### config.mk
export PLATFORM = sky130hd
export DESIGN_NAME = k_fifo2_arb_ctrl
export DESIGN_NICKNAME = d
export VERILOG_FILES = /design/src/rtl/k_fifo2_arb_ctrl_pkg.sv /design/src/rtl/k_dp_2deep_ram_t1.sv /design/src/rtl/k_fifo2_arb_ctrl_arb.sv /design/src/rtl/k_fifo2_arb_ctrl.sv
export SDC_FILE = /design/constraint.sdc
export NUM_CORES = 1
export LEC_CHECK = 0
export ABC_AREA = 1
export ABC_CLOCK_PERIOD_IN_PS = 2300
export CORE_MARGIN = 8
export CORE_UTILIZATION = 44
export CTS_CLUSTER_DIAMETER = 40
export DETAILED_ROUTE_END_ITERATION = 16
export PLACE_DENSITY = 0.77
export SYNTH_ARGS = -nofsm -noshare
export SYNTH_HDL_FRONTEND = slang
export SYNTH_SLANG_ARGS = --single-unit
### constraint.sdc
create_clock -name clk -period 2.3 [get_ports clk]
set_input_delay 0.23 -clock clk [delete_from_list [all_inputs] [get_ports clk]]
set_output_delay 0.23 -clock clk [all_outputs]
set_load 0.1 [all_outputs]
### src/rtl/k_fifo2_arb_ctrl_pkg.sv
// Shared types and constants for the two-producer, 2-entry FIFO controller.
package k_fifo_pkg;
  localparam int FIFO_DEPTH = 2;
  typedef logic [1:0] fifo_cnt_t;
  typedef enum logic {SRC0, SRC1} src_t;
endpackage

### src/rtl/k_dp_2deep_ram_t1.sv
// Small dual-port RAM: registered write, combinational read.
module k_dp_2deep_ram_t1 #(
  parameter int data_size = 8,
  parameter int addr_size = 1
) (
  input  logic                 clk,
  input  logic                 wen,
  input  logic [addr_size-1:0] waddr,
  input  logic [data_size-1:0] d,
  input  logic [addr_size-1:0] raddr,
  output logic [data_size-1:0] q
);
  localparam int DEPTH = 1 << addr_size;

  logic [data_size-1:0] mem [DEPTH];

  always_ff @(posedge clk) begin
    if (wen) mem[waddr] <= d;
  end

  assign q = mem[raddr];
endmodule

### src/rtl/k_fifo2_arb_ctrl_arb.sv
// Two-way round-robin arbiter; history only advances when a grant is accepted.
module k_rr_arb2
  import k_fifo_pkg::*;
(
  input  logic       clk,
  input  logic       rst_n,
  input  logic [1:0] req,
  input  logic       accept,
  output logic [1:0] gnt
);
  src_t last_gnt;

  always_comb begin
    gnt = 2'b00;
    case (req)
      2'b01:   gnt = 2'b01;
      2'b10:   gnt = 2'b10;
      2'b11:   gnt = (last_gnt == SRC1) ? 2'b01 : 2'b10;
      default: gnt = 2'b00;
    endcase
  end

  // A stalled requester keeps its turn because history only moves on accept.
  always_ff @(posedge clk or negedge rst_n) begin
    if (!rst_n)      last_gnt <= SRC1;
    else if (accept) last_gnt <= src_t'(gnt[1]);
  end
endmodule

### src/rtl/k_fifo2_arb_ctrl.sv
// Turns a 2-deep dual-port RAM into a 2-entry FIFO shared by two producers,
// storing a source tag with each payload.
module k_fifo2_arb_ctrl
  import k_fifo_pkg::*;
#(
  parameter int DW = 8
) (
  input  logic          clk,
  input  logic          rst_n,
  input  logic          flush,
  input  logic          in_valid_0,
  input  logic [DW-1:0] in_data_0,
  output logic          in_ready_0,
  input  logic          in_valid_1,
  input  logic [DW-1:0] in_data_1,
  output logic          in_ready_1,
  output logic          out_valid,
  output logic [DW-1:0] out_data,
  output logic          out_src,
  input  logic          out_ready,
  output logic [1:0]    count
);
  logic      wptr, rptr;
  fifo_cnt_t cnt;
  logic      full, empty;
  logic [1:0] gnt;
  src_t      g;
  logic      push, pop;
  logic      wen, waddr, raddr;
  logic [DW:0] wdata, rdata;

  assign full  = (cnt == fifo_cnt_t'(FIFO_DEPTH));
  assign empty = (cnt == 2'd0);

  k_rr_arb2 u_arb (
    .clk    (clk),
    .rst_n  (rst_n),
    .req    ({in_valid_1, in_valid_0}),
    .accept (push),
    .gnt    (gnt)
  );

  // Full blocks writes even when a pop happens the same cycle: no write-through.
  assign in_ready_0 = gnt[0] & ~full & ~flush;
  assign in_ready_1 = gnt[1] & ~full & ~flush;

  assign g     = src_t'(gnt[1]);
  assign push  = (in_valid_0 & in_ready_0) | (in_valid_1 & in_ready_1);
  assign wdata = (g == SRC1) ? {1'b1, in_data_1} : {1'b0, in_data_0};

  assign wen   = push;
  assign waddr = wptr;
  assign raddr = rptr;

  k_dp_2deep_ram_t1 #(.data_size(DW + 1), .addr_size(1)) u_ram (
    .clk   (clk),
    .wen   (wen),
    .waddr (waddr),
    .d     (wdata),
    .raddr (raddr),
    .q     (rdata)
  );

  assign out_valid           = ~empty;
  assign {out_src, out_data} = rdata;
  assign pop                 = out_valid & out_ready & ~flush;
  assign count               = cnt;

  always_ff @(posedge clk or negedge rst_n) begin
    if (!rst_n) begin
      wptr <= 1'b0;
      rptr <= 1'b0;
      cnt  <= 2'd0;
    end else if (flush) begin
      wptr <= 1'b0;
      rptr <= 1'b0;
      cnt  <= 2'd0;
    end else begin
      if (push) wptr <= ~wptr;
      if (pop)  rptr <= ~rptr;
      case ({push, pop})
        2'b10:   cnt <= cnt + 2'd1;
        2'b01:   cnt <= cnt - 2'd1;
        default: cnt <= cnt;
      endcase
    end
  end

  a_cnt_bound: assert property (@(posedge clk) disable iff (!rst_n)
    cnt <= fifo_cnt_t'(FIFO_DEPTH));
endmodule
---- Word-level counts from Yosys, hierarchy flattened ----
Memory sizes are Yosys's and may differ from the RTL's.
Index checks and enable logic that the tools add are counted.
word-level totals
  word-level logic and storage cells ...... 42
  output and inout port bits .............. 14
  input port bits ......................... 22
  flip-flop bits (word level) ............. 5
  memories kept ........................... 1
  bits in writable memories ............... 18
cells by class
  muxes and demuxes ....................... 11
  equal/unequal tests ..................... 6
  add/sub/neg operators ................... 2
  reductions and logical operators ........ 4
  bitwise operators ....................... 14
memory list
  name       words  width  read ports  clocked after memory_dff  wr ports  RTL line                 text
  u_ram.mem  2      9      1           0                         1         k_dp_2deep_ram_t1.sv:15  logic [data_size-1:0] mem [DEPTH];
operators by type and width
  cell                                                                 number
  9-bit two-way mux                                                    1
  1-bit AND                                                            8
  2-bit == test (second input constant)                                4
  1-bit two-way mux                                                    6
  2-bit one-hot mux with 3 select lines                                1
  1-bit NOT                                                            5
  2-bit by 1-bit == test with 1-bit output (second input constant)     2
  2-bit two-way mux                                                    2
  2-bit one-hot mux with 2 select lines                                1
  2-bit nonzero test                                                   2
  3-bit nonzero test                                                   1
  2-bit by 1-bit adder with 2-bit output (second input constant)       1
  2-bit zero test                                                      1
  2-bit by 1-bit subtractor with 2-bit output (second input constant)  1
  1-bit bitwise OR                                                     1

---- Logic depth before layout (Yosys ltp) ----
  depth in word-level cells ............... 9
  mapped depth ............................ 9
  gate-level depth less buffers ........... 9

---- Hierarchy ----
A second synthesis with hierarchy kept.
second synthesis, totals
  cells, all modules ...................... 128
  area total of the unflattened synthesis .. 1173.6 µm²
modules (own cells, without submodules)
  module             sequential area each (µm²)  cells an instance  times used  area each (µm²)
  k_dp_2deep_ram_t1  540.5                       51                 1           671.9
  k_fifo2_arb_ctrl   100.1                       68                 1           437.9
  k_rr_arb2          26.3                        9                  1           63.8

---- Worst setup path after synthesis ----
Ideal clock, no wire load.
  path kind ............................... register to register
  start ................................... register cnt[1], in the netlist count[1]
  end ..................................... register cnt[1], in the netlist count[1]
  required time ........................... 2.183 ns
  path buffers ............................ 0
  arrival time ............................ 2.152 ns
  clock period less this slack ............ 2.269 ns
  path slack .............................. 0.031 ns
  cell stages (with the launch flop) ...... 8
  library setup time ...................... 0.117 ns
  cell sequence ........................... dfrtp_1 inv_1 nand2_1 nand2_1 inv_1 nand2_1 nand3_1 nand2_1
between the ends
  elaborated cells between the ends (all ways) .. 20
  those cells by class .................... add/sub (2); eq/ne (3); mux (2); bitwise (11); reduce/logical (2)
RTL lines
  element                                                                           RTL line                text
  start, declared                                                                   k_fifo2_arb_ctrl.sv:24  fifo_cnt_t cnt;
  start signal, assigned                                                            k_fifo2_arb_ctrl.sv:82  2'b10: cnt <= cnt + 2'd1;
  start signal, assigned                                                            k_fifo2_arb_ctrl.sv:83  2'b01: cnt <= cnt - 2'd1;
  start signal, assigned                                                            k_fifo2_arb_ctrl.sv:84  default: cnt <= cnt;
  2-bit zero test (*)                                                               k_fifo2_arb_ctrl.sv:33  assign empty = (cnt == 2'd0);
  1-bit NOT (*)                                                                     k_fifo2_arb_ctrl.sv:64  assign out_valid = ~empty;
  net out_valid                                                                     k_fifo2_arb_ctrl.sv:17  output logic out_valid,
  1-bit AND (*) (2 in a row)                                                        k_fifo2_arb_ctrl.sv:66  assign pop = out_valid & out_ready & ~flush;
  2-bit by 1-bit == test with 1-bit output / 2-bit == test (equally long branches)  k_fifo2_arb_ctrl.sv:81  case ({push, pop})
  2-bit one-hot mux with 2 select lines                                             k_fifo2_arb_ctrl.sv:81
  2-bit two-way mux                                                                 k_fifo2_arb_ctrl.sv:74  end else if (flush) begin
Mark *: on every way through the listed nets, which the timed path passes. The rest lies on a longest branch.
A chain may end at the register's enable or synchronous reset.

---- Final worst setup path ----
  start ................................... register u_arb.last_gnt
  end ..................................... memory u_ram.mem[1][6] (netlist bit) (enable)
between the ends
  word-level cells in the longest chain between the ends .. 8
  elaborated cells between the ends (all ways) .. 11
  those cells by class .................... mux (4); bitwise (7)
RTL lines
  element                                           RTL line                                        text
  start, declared                                   k_fifo2_arb_ctrl_arb.sv:11                      src_t last_gnt;
  start signal, assigned                            k_fifo2_arb_ctrl_arb.sv:26                      else if (accept) last_gnt <= src_t'(gnt[1]);
  2-bit two-way mux (*)                             k_fifo2_arb_ctrl_arb.sv:18                      2'b11: gnt = (last_gnt == SRC1) ? 2'b01 : 2'b10;
  2-bit one-hot mux with 3 select lines (*)         k_fifo2_arb_ctrl_arb.sv:15                      case (req)
  1-bit AND, on equally long branches (2 in a row)  k_fifo2_arb_ctrl.sv:44, k_fifo2_arb_ctrl.sv:45
  1-bit AND                                         k_fifo2_arb_ctrl.sv:48                          assign push = (in_valid_0 & in_ready_0) | (in_valid_1 & in_ready_1);
  1-bit bitwise OR (*)                              k_fifo2_arb_ctrl.sv:48
  1-bit two-way mux (*)                             k_dp_2deep_ram_t1.sv:18                         if (wen) mem[waddr] <= d;
  1-bit two-way mux (not written as such) (*)       k_dp_2deep_ram_t1.sv:18
  end, declared                                     k_dp_2deep_ram_t1.sv:15
Mark *: on every way between the ends. The rest lies on a longest branch, timed or not.

==> impl_metrics.tcl <==
set metrics [dict create \
    status "complete, no violations" \
    hp-class "in -> async" \
    dieArea_sq_mm 0.004284 \
    crit_path_top_delay_cell "dfstp_2" \
    synth.distinct_cells 18 \
    syn_area_sq_mm 0.001076 \
    core_sq_mm 0.002387 \
    die_height_um 65.45 \
    dp_cells 184 \
    cts_hold_buf 0 \
    p_clk_share_pct 8.7 \
    start_util_pct 45.07 \
    pwr-share-comb_pct 61.1 \
    via_count 913 \
    r2r_slack_ns 0.55 \
    drc_errors 0 \
    seqPwrFrac_pct 30.2 \
    internal-power_w 0.0009793 \
    antenna_left 0 \
    ys_ff_latch 23 \
    grtUsageTotal_pct 13.03 \
    first_global_vias 951 \
    vdd_ir_drop_max_mv 1.143 \
    fmax_ghz 0.5699 \
    endpoint_kind "register" \
    grt_max_degree 13 \
    io_pins 36 \
    drv_slew 0 \
    ys.warnings.count 0 \
    cp_cell_sequence "inv_1, a21boi_0, nand2_1, nand2_2, inv_1, nor2_2" \
    place_congestion 0.7658 \
    synth-adder-area-share_pct 0 \
    dr.first_iter.drc_count 39 \
    p_sw_share_pct 50.90 \
    clock_path_buffers 2 \
    grt_pass1_wl_um 4333 \
    ctsRootBufferMaster "clkbuf_4" \
    synth.avg_cell_area_sq_um 8.967 \
    cts_setup_buffers 0 \
    skew_ns 0.001656 \
    hold_viol 0 \
    ys_seq_area_share_pct 61.98 \
    powerDensity_mw_per_mm2 1254 \
    setup.worst_path.class "reg -> reg" \
    rsz0062_at_grt "false" \
    yosysTopAreaCellShare_pct 50.23 \
    power_leakage_nw 0.7277 \
    dp_slack_ns 0.2601 \
    synthCells 120 \
    hpwl_um 2086 \
    num_rows 18 \
    synth-simple-area-share_pct 28.84 \
    yosysTopAreaCell "edfxtp_1" \
    path_common_cell "inv_1" \
    drive_above_1_share_pct 17.09 \
    crit_fanout 10 \
    startpoint_type "register" \
    synthArstFlopShare_pct 21.74 \
    cts_tree "yes" \
    area_growth_pct 47.79 \
    antenna_found_initial 0 \
    slew_headroom_pct 65.87 \
    syn_nets 142 \
    drt-pass1-iter-count 4 \
    period_share_pct 76.29 \
    diodes 0 \
    fp.dieW_um 65.45 \
    fin_tns_setup_ns 0 \
    final_util_pct 66.61 \
    power_switching_w 0.001015 \
    fin_crit_ns 1.755 \
    drt-total-wl_um 2539 \
    setup_violations 0 \
    portBuffers 35 \
    grt-ovfl-total 0 \
    synth_ff_type "edfxtp_1" \
    cts_num_sinks 23 \
    synth_top_family_by_area "simple AND/OR/NAND/NOR gates" \
    layout.cells.non_filler 188 \
    fin_ws_ns 0.5452 \
    worst-slew-pin-transition_ns 0.5114 \
    cts_buffers 3 \
    critPathMaxStageDelay_ns 0.55 \
    nets 181 \
    synthXorXnorAreaFrac_pct 0 \
    clock_latency_ns 0.29 \
    drt-wirelength-per-cell_um 13.51 \
    crit_arrival_ns 1.70 \
    htreeDepth 1 \
    maxCapViolations 0 \
    synth_edf_count 18 \
    cts_resized 0 \
    clk_pin_slew_ns 0.11 \
    synth.area.top_cells "edfxtp_1 (50%), nand2_1 (21%), dfrtp_1 (9.3%), inv_1 (3.5%), dfstp_2 (2.4%)" \
    viasPerCell 4.856 \
    worstPathRequired_ns 2.25 \
    synth_compound_area_share_pct 3.837 \
    muxShareOfSynthArea_pct 0 \
]
[metal layers]
metal	wire [um]	part of all wire (%)	up-vias	global-route usage (%)
li1	-	-	457	-
met4	27	1.1	0	5.722
met5	0	0	-	0
met2	1307	51	30	22.39
met3	138	5.4	2	2.041
met1	1066	42	424	15.69
[worst max-delay path: cells and delay by family, from the launching register on]
family	cells	cell delay, ns
simple gates	3	0.61
flops	1	0.55
compound gates	1	0.14
buf+inv	2	0.11
[cells in the final DEF, fill, tap and decap left out]
cell type	netlist	final
nand3_1	4	4
edfxtp_1	18	18
inv_2	1	1
a21oi_1	1	1
nand2_1	61	61
nand4_1	1	1
nand2_4	1	1
nor2_2	1	1
buf_12	0	11
clkbuf_1	0	1
clkdlybuf4s50_1	0	21
buf_4	0	4
nor2_1	5	5
o21ai_0	4	4
a21oi_2	1	1
dfrtp_1	4	4
dfstp_2	1	1
inv_4	1	1
a21boi_0	1	1
clkbuf_4	0	3
nand2_2	3	3
inv_1	10	10
[Yosys cell counts (2+ instances only)]
cell	number
nor2_1	5
edfxtp_1	18
o21ai_0	4
inv_1	10
nand3_1	4
nand2_1	61
nand2_2	3
buf_2	2
dfrtp_1	4
[final timing paths]
path,endpoint,cells past startpoint,start
setup / recovery,u_ram.mem[1][6],6,u_arb.last_gnt
setup reg to reg,u_ram.mem[1][6],6,u_arb.last_gnt
hold reg to reg,u_arb.last_gnt,2,u_arb.last_gnt
max in group asynchronous,u_arb.last_gnt,1,rst_n
min in group clk,u_arb.last_gnt,2,u_arb.last_gnt
hold / removal,count[1],1,rst_n
[stage by stage]
| step | hold WS [ns] | total power (W) | cell area, sq um |
|---|---|---|---|
| global placement | 0.4768 | 0.001814 | 1564 |
| global route | 0.1487 | 0.002097 | 1590 |
| CTS | 0.1636 | 0.002008 | 1590 |
| floorplan | -0.06559 | 0.001422 | 1076 |
| finish | 0.1541 | 0.001994 | 1590 |
| detailed placement | 0.4883 | 0.001838 | 1564 |
[area by class of cell]
class                   count  area [sq um]
fillers                   218         797.0
clock buffers               4         26.28
repair buffers             36         460.4
inverters                  12         47.55
well taps                  30         37.54
flip-flops and latches     23         666.9
multi-input cells          83         351.6
[power by group through the flow]
stage	Clock, W	Combinational (W)	Sequential, W
3_5_place_dp	0	0.00122	0.000614
6_report	0.000173	0.00122	0.000603
5_1_grt	0.000201	0.00128	0.000614
4_1_cts	0.000177	0.00123	0.000604
2_1_floorplan	0	0.000730	0.000692
3_3_place_gp	0	0.00120	0.000611
[kinds of logic after synthesis]
logic type / Yosys count
DFF: 23
buffers and inverters: 14
and+or+nand+nor: 76
AOI/OAI and AO/OA: 7
[sequential cells by signal (all words and copies together) (netlist names)]
name	count
u_arb.last_gnt	1
raddr	1
count	2
waddr	1
u_ram.mem	18
Power figures use the tool's default switching activity.
